**config.mk**
```make
export PLATFORM = sky130hd
export DESIGN_NAME = fifo_rr_write_arbiter
export DESIGN_NICKNAME = d
export VERILOG_FILES = /design/src/rtl/fifo_rr_write_arbiter.sv
export SDC_FILE = /design/constraint.sdc
export NUM_CORES = 1
export LEC_CHECK = 0
export ABC_AREA = 1
export CAP_MARGIN = 10
export CORE_ASPECT_RATIO = 1.2
export CORE_UTILIZATION = 49
export CTS_CLUSTER_SIZE = 12
export DETAILED_ROUTE_END_ITERATION = 8
export GPL_TIMING_DRIVEN = 0
export PLACE_DENSITY = 0.86
export SLEW_MARGIN = 0
export SYNTH_ARGS = -nofsm -noshare
export SYNTH_HDL_FRONTEND = slang
export SYNTH_SLANG_ARGS = --single-unit
```
**constraint.sdc**
```tcl
create_clock -name clk -period 8.75 [get_ports clk]
set_input_delay 1.75 -clock clk [delete_from_list [all_inputs] [get_ports clk]]
set_output_delay 1.75 -clock clk [all_outputs]
set_load 0.1 [all_outputs]
```
**src/rtl/fifo_rr_write_arbiter.sv**
```systemverilog
// Round-robin write-port arbiter with burst locking and credit-based occupancy tracking.
// Optional macro ARB_TIMEOUT_EN adds an idle-grant timeout with a timeout_err pulse.
module fifo_rr_write_arbiter #(
  parameter int NUM_REQ    = 4,
  parameter int DATA_W     = 8,
  parameter int FIFO_DEPTH = 16,
  parameter int MAX_BURST  = 8,
  parameter int TIMEOUT    = 32
) (
  input  logic                          clk,
  input  logic                          rst_n,
  input  logic [NUM_REQ-1:0]            req_valid,
  input  logic [NUM_REQ-1:0]            req_last,
  input  logic [NUM_REQ*DATA_W-1:0]     req_data,
  output logic [NUM_REQ-1:0]            req_ready,
  input  logic                          fifo_rd_en,
  input  logic                          fifo_empty,
  output logic                          fifo_wr_en,
  output logic [DATA_W-1:0]             fifo_wr_data,
  output logic [$clog2(NUM_REQ)-1:0]    grant_id,
  output logic                          busy,
  output logic [$clog2(FIFO_DEPTH):0]   occupancy
`ifdef ARB_TIMEOUT_EN
  ,
  output logic                          timeout_err
`endif
);

  localparam int          GW = $clog2(NUM_REQ);
  localparam int          OW = $clog2(FIFO_DEPTH) + 1;
  localparam int unsigned NR = NUM_REQ;

  typedef enum logic {IDLE, BURST} state_e;

  state_e              state_q, state_d;
  logic [GW-1:0]       grant_q, grant_d;
  logic [7:0]          beat_q, beat_d;
  logic [OW-1:0]       occ_q, occ_d;
  logic                wr_en_q, wr_en_d;
  logic [DATA_W-1:0]   wr_data_q, wr_data_d;

  logic                credit, xfer, inc, dec, last_beat;
  logic                g_last;
  logic [DATA_W-1:0]   g_data;
  logic [NUM_REQ-1:0]  ready;
  logic [GW-1:0]       pick;
  logic                pick_vld;

`ifdef ARB_TIMEOUT_EN
  localparam int TW = $clog2(TIMEOUT + 1);
  logic [TW-1:0] idle_q, idle_d;
  logic          tout_q, tout_d;
`endif

  // Round-robin search starts one past the last grant, so the last winner is checked last.
  always_comb begin
    pick     = '0;
    pick_vld = 1'b0;
    for (int unsigned off = 1; off <= NR; off++) begin
      if (!pick_vld && req_valid[GW'((32'(grant_q) + off) % NR)]) begin
        pick     = GW'((32'(grant_q) + off) % NR);
        pick_vld = 1'b1;
      end
    end
  end

  always_comb begin
    credit = (occ_q < OW'(FIFO_DEPTH));
    ready  = '0;
    g_data = '0;
    g_last = 1'b0;
    for (int unsigned i = 0; i < NR; i++) begin
      ready[i] = (state_q == BURST) && (grant_q == GW'(i)) && credit;
      if (grant_q == GW'(i)) begin
        g_data = req_data[i*DATA_W +: DATA_W];
        g_last = req_last[i];
      end
    end
    xfer      = |(req_valid & ready);
    last_beat = (({1'b0, beat_q} + 9'd1) == 9'(MAX_BURST));
    inc       = xfer;
    dec       = fifo_rd_en && !fifo_empty && (occ_q != '0);
  end

  always_comb begin
    state_d   = state_q;
    grant_d   = grant_q;
    beat_d    = beat_q;
    wr_en_d   = 1'b0;
    wr_data_d = wr_data_q;
    occ_d     = occ_q;
`ifdef ARB_TIMEOUT_EN
    idle_d    = '0;
    tout_d    = 1'b0;
`endif
    case (state_q)
      IDLE: begin
        if (pick_vld) begin
          grant_d = pick;
          beat_d  = '0;
          state_d = BURST;
        end
      end
      BURST: begin
`ifdef ARB_TIMEOUT_EN
        idle_d = idle_q;
`endif
        if (xfer) begin
          wr_en_d   = 1'b1;
          wr_data_d = g_data;
          beat_d    = beat_q + 8'd1;
          if (g_last || last_beat) state_d = IDLE;
`ifdef ARB_TIMEOUT_EN
          idle_d = '0;
        end else if (credit) begin
          // Stalls caused by a full FIFO are not the requester's fault and do not count.
          if (({1'b0, idle_q} + (TW+1)'(1)) == (TW+1)'(TIMEOUT)) begin
            state_d = IDLE;
            idle_d  = '0;
            tout_d  = 1'b1;
          end else begin
            idle_d = idle_q + TW'(1);
          end
`endif
        end
      end
      default: state_d = IDLE;
    endcase
    if (inc && !dec)      occ_d = occ_q + OW'(1);
    else if (dec && !inc) occ_d = occ_q - OW'(1);
  end

  always_ff @(posedge clk) begin
    if (!rst_n) begin
      state_q   <= IDLE;
      grant_q   <= GW'(NUM_REQ - 1);
      beat_q    <= '0;
      occ_q     <= '0;
      wr_en_q   <= 1'b0;
      wr_data_q <= '0;
`ifdef ARB_TIMEOUT_EN
      idle_q    <= '0;
      tout_q    <= 1'b0;
`endif
    end else begin
      state_q   <= state_d;
      grant_q   <= grant_d;
      beat_q    <= beat_d;
      occ_q     <= occ_d;
      wr_en_q   <= wr_en_d;
      wr_data_q <= wr_data_d;
`ifdef ARB_TIMEOUT_EN
      idle_q    <= idle_d;
      tout_q    <= tout_d;
`endif
    end
  end

  assign req_ready    = ready;
  assign fifo_wr_en   = wr_en_q;
  assign fifo_wr_data = wr_data_q;
  assign grant_id     = grant_q;
  assign busy         = (state_q == BURST);
  assign occupancy    = occ_q;
`ifdef ARB_TIMEOUT_EN
  assign timeout_err  = tout_q;
`endif

endmodule

```
=== Word-level counts from Yosys, hierarchy flattened ===
Cells that the tools add are included.
W data, S select, Z words.

* Add/subtract/negate cells: 8
* $mul: 0
* Div/mod/pow operators: 0
* Order comparisons: 5
* Eq/ne operators: 6
* Shifts and indexed selects: 0
* Multiplexer cells: 34
* Bitwise logic cells: 2
* Reduce and logical (&&, ||, !) cells: 30

{| class="wikitable"
|+ Operators with widths
! kind !! count
|-
| $mux W8 || 6
|-
| $mux W1 || 16
|-
| $pmux W8 S2 || 1
|-
| $logic_and A1 B1 Y1 || 15
|-
| $lt A2 B3 Y1 const B || 4
|-
| $mux W5 || 2
|-
| $add A8 B1 Y9 const B || 1
|-
| $eq A9 B4 Y1 const B || 1
|-
| $add A8 B1 Y8 const B || 1
|-
| $bmux W1 S2 || 4
|-
| $mux W2 || 4
|-
| $reduce_and A2 Y1 || 4
|-
| $logic_not A1 Y1 || 6
|-
| $add A5 B1 Y5 const B || 1
|-
| $lt A5 B5 Y1 const B || 1
|-
| $reduce_bool A5 Y1 || 1
|-
| $sub A5 B1 Y5 const B || 1
|-
| $add A2 B1 Y2 const B || 2
|-
| $add A2 B2 Y2 const B || 2
|-
| $and A4 B4 Y4 || 1
|-
| $eq A2 B2 Y1 const B || 2
|-
| $reduce_or A4 Y1 || 1
|-
| $eq A2 B1 Y1 const B || 1
|-
| $logic_not A2 Y1 || 1
|-
| 6 further kinds || 6
|}

* Register bits after elaboration: 25
* Latch bits: 0
* RAM bits: 0
* Memory bits (read-only): 0
* Input bits: 44
* Output and inout bits: 21
* Logic and storage cells: 91
* Memories kept: 0

=== Logic depth before layout (Yosys ltp) ===
Gate-level depths: netlist (run 1).

* Word-level depth: 15
* Gate-level depth with buffers: 19
* Mapped depth without buffers: 17

=== Least setup slack after synthesis (run 1) ===
Ideal clock, no wire load.

* Path type: register -> register
* Start point: register grant_q[0], in the netlist grant_id[0]
* End point: register occ_q[4], in the netlist occupancy[4]
* Setup time: 0.123 ns
* Arrival time: 4.784 ns
* Data required time: 8.627 ns
* Setup slack: 3.843 ns
* Stages on the path, launching flop included: 19
* Buffers on the path: 2
* Period minus slack after synthesis: 4.907 ns
* Cell sequence: dfxtp_1 > ha_1 > buf_2 > nand2_1 > nor2_1 > nand2_1 > nand4_4 > buf_4 > ha_1 > inv_1 > ha_1 > nand2_1 > nand2_1 > a21oi_1 > nor2_1 > nor2_1 > nand2_1 > o21ai_0 > a21oi_1

* Longest elaborated chain between the ends: 8
* Elaborated cells between the ends (all ways): 19
* Those cells by class: eq/ne: 3; mux: 1; bitwise: 1; reduce/logical: 14

{| class="wikitable"
|+ RTL lines
! item !! line !! source
|-
| start, declared || 36 || <nowiki>logic [GW-1:0] grant_q, grant_d;</nowiki>
|-
| start signal, assigned || 136 || <nowiki>grant_q <= GW'(NUM_REQ - 1);</nowiki>
|-
| start signal, assigned || 147 || <nowiki>grant_q <= grant_d;</nowiki>
|-
| $eq A2 B2 Y1 (*) || 73 || <nowiki>ready[i] = (state_q == BURST) && (grant_q == GW'(i)) && credit;</nowiki>
|-
| $logic_and A1 B1 Y1 (*) (2 in a row) || 73 ||
|-
| via req_ready[3] || 15 || <nowiki>output logic [NUM_REQ-1:0] req_ready,</nowiki>
|-
| $and A4 B4 Y4 (*) || 79 || <nowiki>xfer = |(req_valid & ready);</nowiki>
|-
| $reduce_or A4 Y1 (*) || 79 ||
|-
| via inc || 42 || <nowiki>logic credit, xfer, inc, dec, last_beat;</nowiki>
|-
| $logic_not A1 Y1 || 130 || <nowiki>else if (dec && !inc) occ_d = occ_q - OW'(1);</nowiki>
|-
| $logic_and A1 B1 Y1 || 130 ||
|-
| $reduce_bool A2 Y1 (no line) || - ||
|-
| end signal, assigned || 138 || <nowiki>occ_q <= '0;</nowiki>
|-
| end signal, assigned || 149 || <nowiki>occ_q <= occ_d;</nowiki>
|-
| end, declared || 38 || <nowiki>logic [OW-1:0] occ_q, occ_d;</nowiki>
|}

The timed path passes the listed nets; every way through them passes the cells marked *.
A chain may end at the register's enable or synchronous reset.

=== Worst setup path in the final report (run 1) ===
* Start point: register grant_q[0], in the netlist grant_id[0]
* End point: output port req_ready[2]

* Longest elaborated chain between the ends: 3

{| class="wikitable"
|+ RTL lines
! item !! line
|-
| $eq A2 B2 Y1 || 73
|-
| $logic_and A1 B1 Y1 (2 in a row) || 73
|-
| end, declared || 15
|}

Every way passes these cells.

==> results of run 1 <==
-- synthesized netlist by cell type (3+ instances only) --
master | count | area (sq um)
sky130_fd_sc_hd__a211oi_1 | 7 | 52.6
sky130_fd_sc_hd__dfxtp_1 | 25 | 500
sky130_fd_sc_hd__o21ai_0 | 27 | 135
sky130_fd_sc_hd__nand3_1 | 10 | 50.1
sky130_fd_sc_hd__inv_1 | 26 | 97.6
sky130_fd_sc_hd__nand4_1 | 6 | 37.5
sky130_fd_sc_hd__inv_2 | 5 | 18.8
sky130_fd_sc_hd__nor2_1 | 38 | 143
sky130_fd_sc_hd__a21oi_1 | 20 | 100
sky130_fd_sc_hd__nand2_2 | 3 | 18.8
sky130_fd_sc_hd__nor2_2 | 4 | 25.0
sky130_fd_sc_hd__buf_2 | 4 | 20.0
sky130_fd_sc_hd__nand2_1 | 80 | 300
sky130_fd_sc_hd__ha_1 | 9 | 113
-- worst max path at each step --
stage	slack [ns]	endpoint	cells after the start	startpoint
after floorplan	3.84	occupancy[4]	18	grant_id[0]
after global placement	4.59	occupancy[4]	15	req_valid[3]
after detailed placement	4.55	occupancy[4]	15	req_valid[3]
after CTS	4.37	req_ready[2]	6	grant_id[0]
after global routing	4.23	req_ready[2]	6	grant_id[0]
final	4.38	req_ready[2]	6	grant_id[0]
-- critical path: cells and delay by family (launching register included) --
kind	cells	cell delay, ns
flops	1	0.42
simple gates	1	0.15
fa+ha+maj	1	0.16
buf+inv	4	1.61
-- sequential cells by signal, summed over array words and instances (netlist names) --
| name | flops |
|---|---|
| beat_q | 8 |
| fifo_wr_data | 8 |
| occupancy | 5 |
| grant_id | 2 |
| busy | 1 |
| fifo_wr_en | 1 |
-- power groups by stage --
stage	clock network [W]	registers [W]	logic [W]
floorplan	0	0.000413	0.000362
CTS	0.0000699	0.000188	0.000761
global route	0.0000724	0.000194	0.000816
finish	0.0000692	0.000189	0.000760
detailed placement	0	0.000190	0.000750
global placement	0	0.000189	0.000738
-- kinds of logic after synthesis --
kind of cell | after synthesis | share of synthesized area (%)
xor+xnor | 2 | 0.960
flops | 25 | 27.4
simple gates | 146 | 34.9
fa+ha+maj | 10 | 7.27
compound gates | 64 | 20.5
buf+inv | 39 | 8.92
-- final cells by class --
class	instances	area, sq um	area share (%)
Buffer	8	46.3	1.82
Clock buffer	4	45.0	1.77
Inverter	31	116	4.57
Multi-Input combinational cell	222	1160	45.6
Sequential cell	25	500	19.7
Tap cell	37	46.3	1.82
Timing Repair Buffer	63	631	24.8
-- cells in the final DEF, fill, tap and decap left out, types with 3 or more instances in the layout --
cell	count
sky130_fd_sc_hd__nor2_2	4
sky130_fd_sc_hd__clkbuf_8	3
sky130_fd_sc_hd__a211oi_1	7
sky130_fd_sc_hd__ha_1	9
sky130_fd_sc_hd__buf_2	4
sky130_fd_sc_hd__nand3_1	10
sky130_fd_sc_hd__clkbuf_1	3
sky130_fd_sc_hd__inv_2	5
sky130_fd_sc_hd__nand2_2	3
sky130_fd_sc_hd__clkdlybuf4s50_1	63
sky130_fd_sc_hd__nor2_1	38
sky130_fd_sc_hd__inv_1	26
sky130_fd_sc_hd__nand4_1	6
sky130_fd_sc_hd__nand2_1	80
sky130_fd_sc_hd__dfxtp_1	25
sky130_fd_sc_hd__o21ai_0	27
sky130_fd_sc_hd__a21oi_1	20
-- stage by stage --
stage	setup slack, ns	util (%)	std cells
global route	4.23	73.7	390
CTS	4.37	73.7	390
finish	4.38	73.7	390
detailed placement	4.55	72.4	386
global placement	4.59	72.4	386
floorplan	3.84	-	286
-- layer usage --
layer  vias to the layer above  GRT usage [%]
met5                         -              0
met4                         0           6.55
met3                         8           5.22
met2                        44           47.4
met1                       910           27.5
li1                       1068              -
==> out/qor.txt, run 1 <==
==================================================================================================
Time the final worst path needs with I/O delays and setup                                  4.37 ns
Initial antenna violation count                                                                  0
Post-Synthesis Cell Area                                                                1820 sq um
Flop-to-flop setup slack                                                                   5.42 ns
Initial core utilization                                                                     52.8%
First-pass DRT Iterations                                                                        4
Clock sink count                                                                                25
Largest buffer count on any clock path                                                           2
Psw                                                                                     0.000613 W
Clock insertion delay at the later pin of the skew report                                  0.27 ns
Highest Clock Rate                                                                         229 MHz
Yosys synthesis warning count                                                                    0
Synth Register Bits                                                                             25
Outcome                                                                               finished clean
Startpoint types                                                                         flip-flop
Cell row count                                                                                  23
Class of the worst hold path                                                               reg2reg
Depth of the worst register-to-register path                                                    19
Filler Cells Inserted                                                                          299
Die H                                                                                      68.8 um
Crit. End Element                                                                       output pin
Drt drc                                                                                          0
Count of routing violations after the opening detailed-route iteration                         107
Root buffer selected by CTS                                                           sky130_fd_sc_hd__clkbuf_8
Average wire per standard cell                                                             12.2 um
Library cells used by synthesis                                                                 32
Met2 wire length                                                                           2460 um
Share of post-route cells with drive strength above 1                                        7.93%
Post-route fraction of the period consumed by the critical path                              50.0%
# Post-CTS Setup Buffers                                                                         0
Slew at the pin with the worst max-slew slack                                             0.995 ns
Prevailing post-synth register cell                                                   sky130_fd_sc_hd__dfxtp_1
Total core area                                                                         3450 sq um
WP data required                                                                           7.00 ns
Layout Cell Area excl Fill                                                              2550 sq um
Routed Wire Length                                                                         4770 um
Slowest library cell on the worst path                                                sky130_fd_sc_hd__clkdlybuf4s50_1
CP dominant cell by count                                                             sky130_fd_sc_hd__inv_2
Total leakage power                                                                        1.09 nW
Final Power                                                                              0.00102 W
Routed vias                                                                                   2030
Diodes inserted                                                                                  0
Int Power                                                                               0.000405 W
Setup violation total in the final timing report                                                 0
Port bufs                                                                                       63
Worst IR Drop VDD                                                                       0.000299 V
Reg-to-Reg End                                                                        occupancy[4]
Number of max-slew violations in the final report                                                0
Average instance area after synthesis                                                   6.38 sq um
Boundary Pins                                                                                   65
Post-detailed-route via-to-cell ratio                                                         5.21
Area post-placement                                                                     2500 sq um
Proportion of register bits with asynchronous set or reset after synthesis                      0%
Aggregate negative setup slack                                                                0 ns
Sw Share                                                                                     60.2%
Final HPWL from detailed placement                                                         3680 um
Post-synth EDFFs                                                                                 0
Part of the total power dissipated in the clock network                                       6.8%
Final count of hold timing violations                                                            0
Max-cap violation count                                                                          0
Total length of routed met3 wires                                                           193 um
Top layer reached by signal wires                                                             met4
Number of global-route vias before repair                                                     1870
CTS H-tree depth                                                                                 1
Number of antenna-violating nets in the routed design                                            0
Area of the die                                                                         3970 sq um
Critical path data arrival time                                                            2.62 ns
Synthesized Nets                                                                               340
Slew margin rel.                                                                             33.5%
Ordered cell list for the critical path                                               inv_2 > ha_1 > buf_2 > inv_2 > nor2_2 > clkdlybuf4s50_1
CTS tree                                                                                       yes
Die X-Extent                                                                               57.7 um
Beginning of the worst register-to-register path                                       grant_id[0]
Number of CTS-inserted buffers                                                                   3
Largest stage delay, worst path                                                            1.15 ns
Share of the yosys chip area belonging to registers                                          27.4%
Post-synthesis instance total                                                                  286
M1 wire length                                                                             2040 um
Pin count of the biggest net entering global routing                                            14
Final GP Congestion                                                                          0.883
Unrepaired setup endpoints after global routing                                                 no
Syn-to-layout area delta                                                                     39.6%
Crit Path Category                                                                         reg2out
CP Max Fanout                                                                                   11
Sequential share of power                                                                    18.6%
Worst-case clock skew                                                                   0.00649 ns
Hold Worst Slack                                                                          0.517 ns
Number of instances on the worst hold path                                                       2
Post-cts gate resize count                                                                       0
Clock transition time at the flip-flop clock pins of the worst setup and hold paths        0.09 ns
Total number of nets in the final design                                                       408
GRT Resource Usage Total                                                                     24.6%
Global-route wire length before repair                                                     7670 um
Residual overflow from global routing                                                            0
Hold-fix buffers at CTS                                                                          0
Hold_sp                                                                                  beat_q[6]
Gate power share                                                                             74.6%
Power per cell area                                                                    400 nW/um^2
Endpoint of the worst hold-timing path                                                   beat_q[6]
==================================================================================================
(Power assumes the default switching activity.)
==> run 2, diff against run 1 <==
- CORE_UTILIZATION: 49 -> 41
- PLACE_DENSITY: 0.86 -> 0.77
- clock period: 8.75 -> 3.6 ns (I/O delays scaled with it)
==> run 2 against run 1 <==
Effect of this change:
- combinational power is 140% higher
- power grew 140%
- non-clock buffer count did not move
- clock skew shrank 0.0050 ns
- cell area grew 2.2%
- sequential share of layout area decreased by 0.18 points
- routed wire length down 4.5%
- via count down 1.7%
- core utilization decreased by 13 points
- critical path type unchanged
- largest power group unchanged
- highest routed layer unchanged
==> out/qor.txt, run 2 (synthesis gave the netlist of run 1 again) <==
==================================================================================================
Outcome                                                                               finished clean
GRT Resource Usage Total                                                                     20.2%   -4.4 points
Number of instances on the worst hold path                                                       2   unchanged
GRT busiest layer                                                                             met2
Worst-case clock skew                                                                   0.00151 ns   -0.00497 ns
Area post-placement                                                                     2560 sq um   +2.2%
# Post-CTS Setup Buffers                                                                         0   unchanged
Crit Path Category                                                                         reg2out
Unrepaired setup endpoints after global routing                                                 no
Die H                                                                                      75.1 um   +9.0%
Total leakage power                                                                        1.10 nW   +0.27%
Total core area                                                                         4260 sq um   +23%
Die X-Extent                                                                               62.9 um   +9.0%
Boundary Pins                                                                                   65   unchanged
CTS tree                                                                                       yes
Highest Clock Rate                                                                         311 MHz
Total number of nets in the final design                                                       408   unchanged
Clock insertion delay at the later pin of the skew report                                  0.27 ns   about the same
Number of CTS-inserted buffers                                                                   3   unchanged
Root buffer selected by CTS                                                           sky130_fd_sc_hd__clkbuf_8
Area used by sequential logic in the layout                                              507 sq um   +1.2%
Post-route fraction of the period consumed by the critical path                              89.2%
Time the final worst path needs with I/O delays and setup                                  3.21 ns
Fin cells                                                                                      409   +4.9%
Slew margin rel.                                                                             33.2%   -0.23 points
Startpoint types                                                                         flip-flop
Routed Wire Length                                                                         4560 um   -4.5%
Fraction of met1 tracks used by global routing                                               22.9%   -4.6 points
Setup violation total in the final timing report                                                 0   unchanged
CTS H-tree depth                                                                                 1   unchanged
Max-cap violation count                                                                          0   unchanged
Hold-fix buffers at CTS                                                                          0   unchanged
Power per cell area                                                                    943 nW/um^2   +140%
Clock transition time at the flip-flop clock pins of the worst setup and hold paths        0.08 ns   about the same
Number of antenna-violating nets in the routed design                                            0   unchanged
Ordered cell list for the critical path                                               inv_2 > ha_1 > buf_2 > inv_2 > nor2_4 > clkdlybuf4s50_1
Diodes inserted                                                                                  0   unchanged
Final GP Congestion                                                                          0.833   -5.7%
Pin count of the biggest net entering global routing                                            15   +1
Slew at the pin with the worst max-slew slack                                             0.998 ns   +0.00337 ns
Port bufs                                                                                       63   unchanged
Clock sink count                                                                                25   unchanged
Multi-input gate area in the final layout                                               1190 sq um   +2.2%
WP data required                                                                           2.88 ns   -4.12 ns
Share of post-route cells with drive strength above 1                                        9.63%   +1.7 points
Post-Place Cells                                                                               405   +4.9%
Class of the worst hold path                                                               reg2reg
Count of routing violations after the opening detailed-route iteration                          35   -67%
Number of global-route vias before repair                                                     1791   -4.2%
Met3 Track Usage GR                                                                          1.67%   -3.6 points
Initial core utilization                                                                     42.8%   -10 points
Routed vias                                                                                   1995   -1.7%
Met2 demand-to-capacity share in global routing                                              37.6%   -9.7 points
CP Max Fanout                                                                                   11   unchanged
Aggregate negative setup slack                                                                0 ns   unchanged
Post-cts gate resize count                                                                       0   unchanged
Largest stage delay, worst path                                                            1.13 ns   -0.02 ns
Largest buffer count on any clock path                                                           2   unchanged
Initial antenna violation count                                                                  0   unchanged
Residual overflow from global routing                                                            0   unchanged
Most frequent cells in the layout                                                     80 x sky130_fd_sc_hd__nand2_1, 63 x sky130_fd_sc_hd__clkdlybuf4s50_1, 36 x sky130_fd_sc_hd__nor2_1, 27 x sky130_fd_sc_hd__o21ai_0, 26 x sky130_fd_sc_hd__inv_1
Cell row count                                                                                  26   +13%
Post-detailed-route via-to-cell ratio                                                         4.88   -6.3%
Number of max-slew violations in the final report                                                0   unchanged
Average wire per standard cell                                                             11.1 um   -8.9%
First-pass DRT Iterations                                                                        4   unchanged
Final HPWL from detailed placement                                                         3750 um   +1.9%
Area of the die                                                                         4720 sq um   +19%
Critical path data arrival time                                                            2.49 ns   -0.13 ns
Worst IR Drop VDD                                                                       0.000688 V   +130%
CP dominant cell by count                                                             sky130_fd_sc_hd__inv_2
Drt drc                                                                                          0   unchanged
Most common library cell in the layout ignoring fill and taps                         sky130_fd_sc_hd__nand2_1
Syn-to-layout area delta                                                                     42.7%
Final count of hold timing violations                                                            0   unchanged
Depth of the worst register-to-register path                                                    19   unchanged
Global-route wire length before repair                                                     7670 um   about the same
Slowest library cell on the worst path                                                sky130_fd_sc_hd__clkdlybuf4s50_1
Filler Cells Inserted                                                                          398   +33%
Crit. End Element                                                                       output pin
Layout Cell Area excl Fill                                                              2600 sq um   +2.2%
==================================================================================================
## run 2: changes by cell type in the layout (fill, tap and decap cells not counted), sizes merged
cell	before	now
clkinv	0	1
clkbuf	6	5
## run 2: where the power goes
group          total, W  internal, W  switching, W
logic           0.00183     0.000542       0.00128
clock network  0.000161    0.0000774     0.0000840
registers      0.000467     0.000373     0.0000943
total           0.00245     0.000992       0.00146
## run 2: metal layers
layer / vias up / share of wire [%]
met4: 0 / 2.9
met3: 10 / 3.6
li1: 1074 / -
met2: 45 / 49
met5: - / 0
met1: 866 / 44
## run 2: final cells by class
type | instances | share of cell area [%]
Timing Repair Buffer | 63 | 24.2
Multi-Input combinational cell | 222 | 45.6
Inverter | 31 | 4.47
Tap cell | 56 | 2.69
Buffer | 8 | 1.78
Clock buffer | 3 | 1.59
Clock inverter | 1 | 0.192
Sequential cell | 25 | 19.5
## run 2: final timing paths
kind | startpoint | end | slack, ns
max | grant_id[0] | req_ready[2] | 0.39
min | busy | busy | 0.51
max reg2reg | grant_id[0] | occupancy[4] | 0.60
min reg2reg | busy | busy | 0.51
## run 2: critical path, delay by kind of cell, from the launching register on
family | cells | cell delay (ns)
simple gates | 1 | 0.13
flops | 1 | 0.39
buf+inv | 4 | 1.56
fa+ha+maj | 1 | 0.15
## run 2: stage by stage
stage / utilization [%] / hold WS [ns] / power [W] / worst slack (ns)
after floorplan: - / 0.472 / 0.00191 / 0.0142
after global placement: 60.0 / 0.482 / 0.00229 / 0.454
after detailed placement: 60.0 / 0.496 / 0.00231 / 0.437
after CTS: 61.1 / 0.513 / 0.00248 / 0.361
after global routing: 61.1 / 0.539 / 0.00266 / 0.268
final: 61.1 / 0.512 / 0.00245 / 0.387
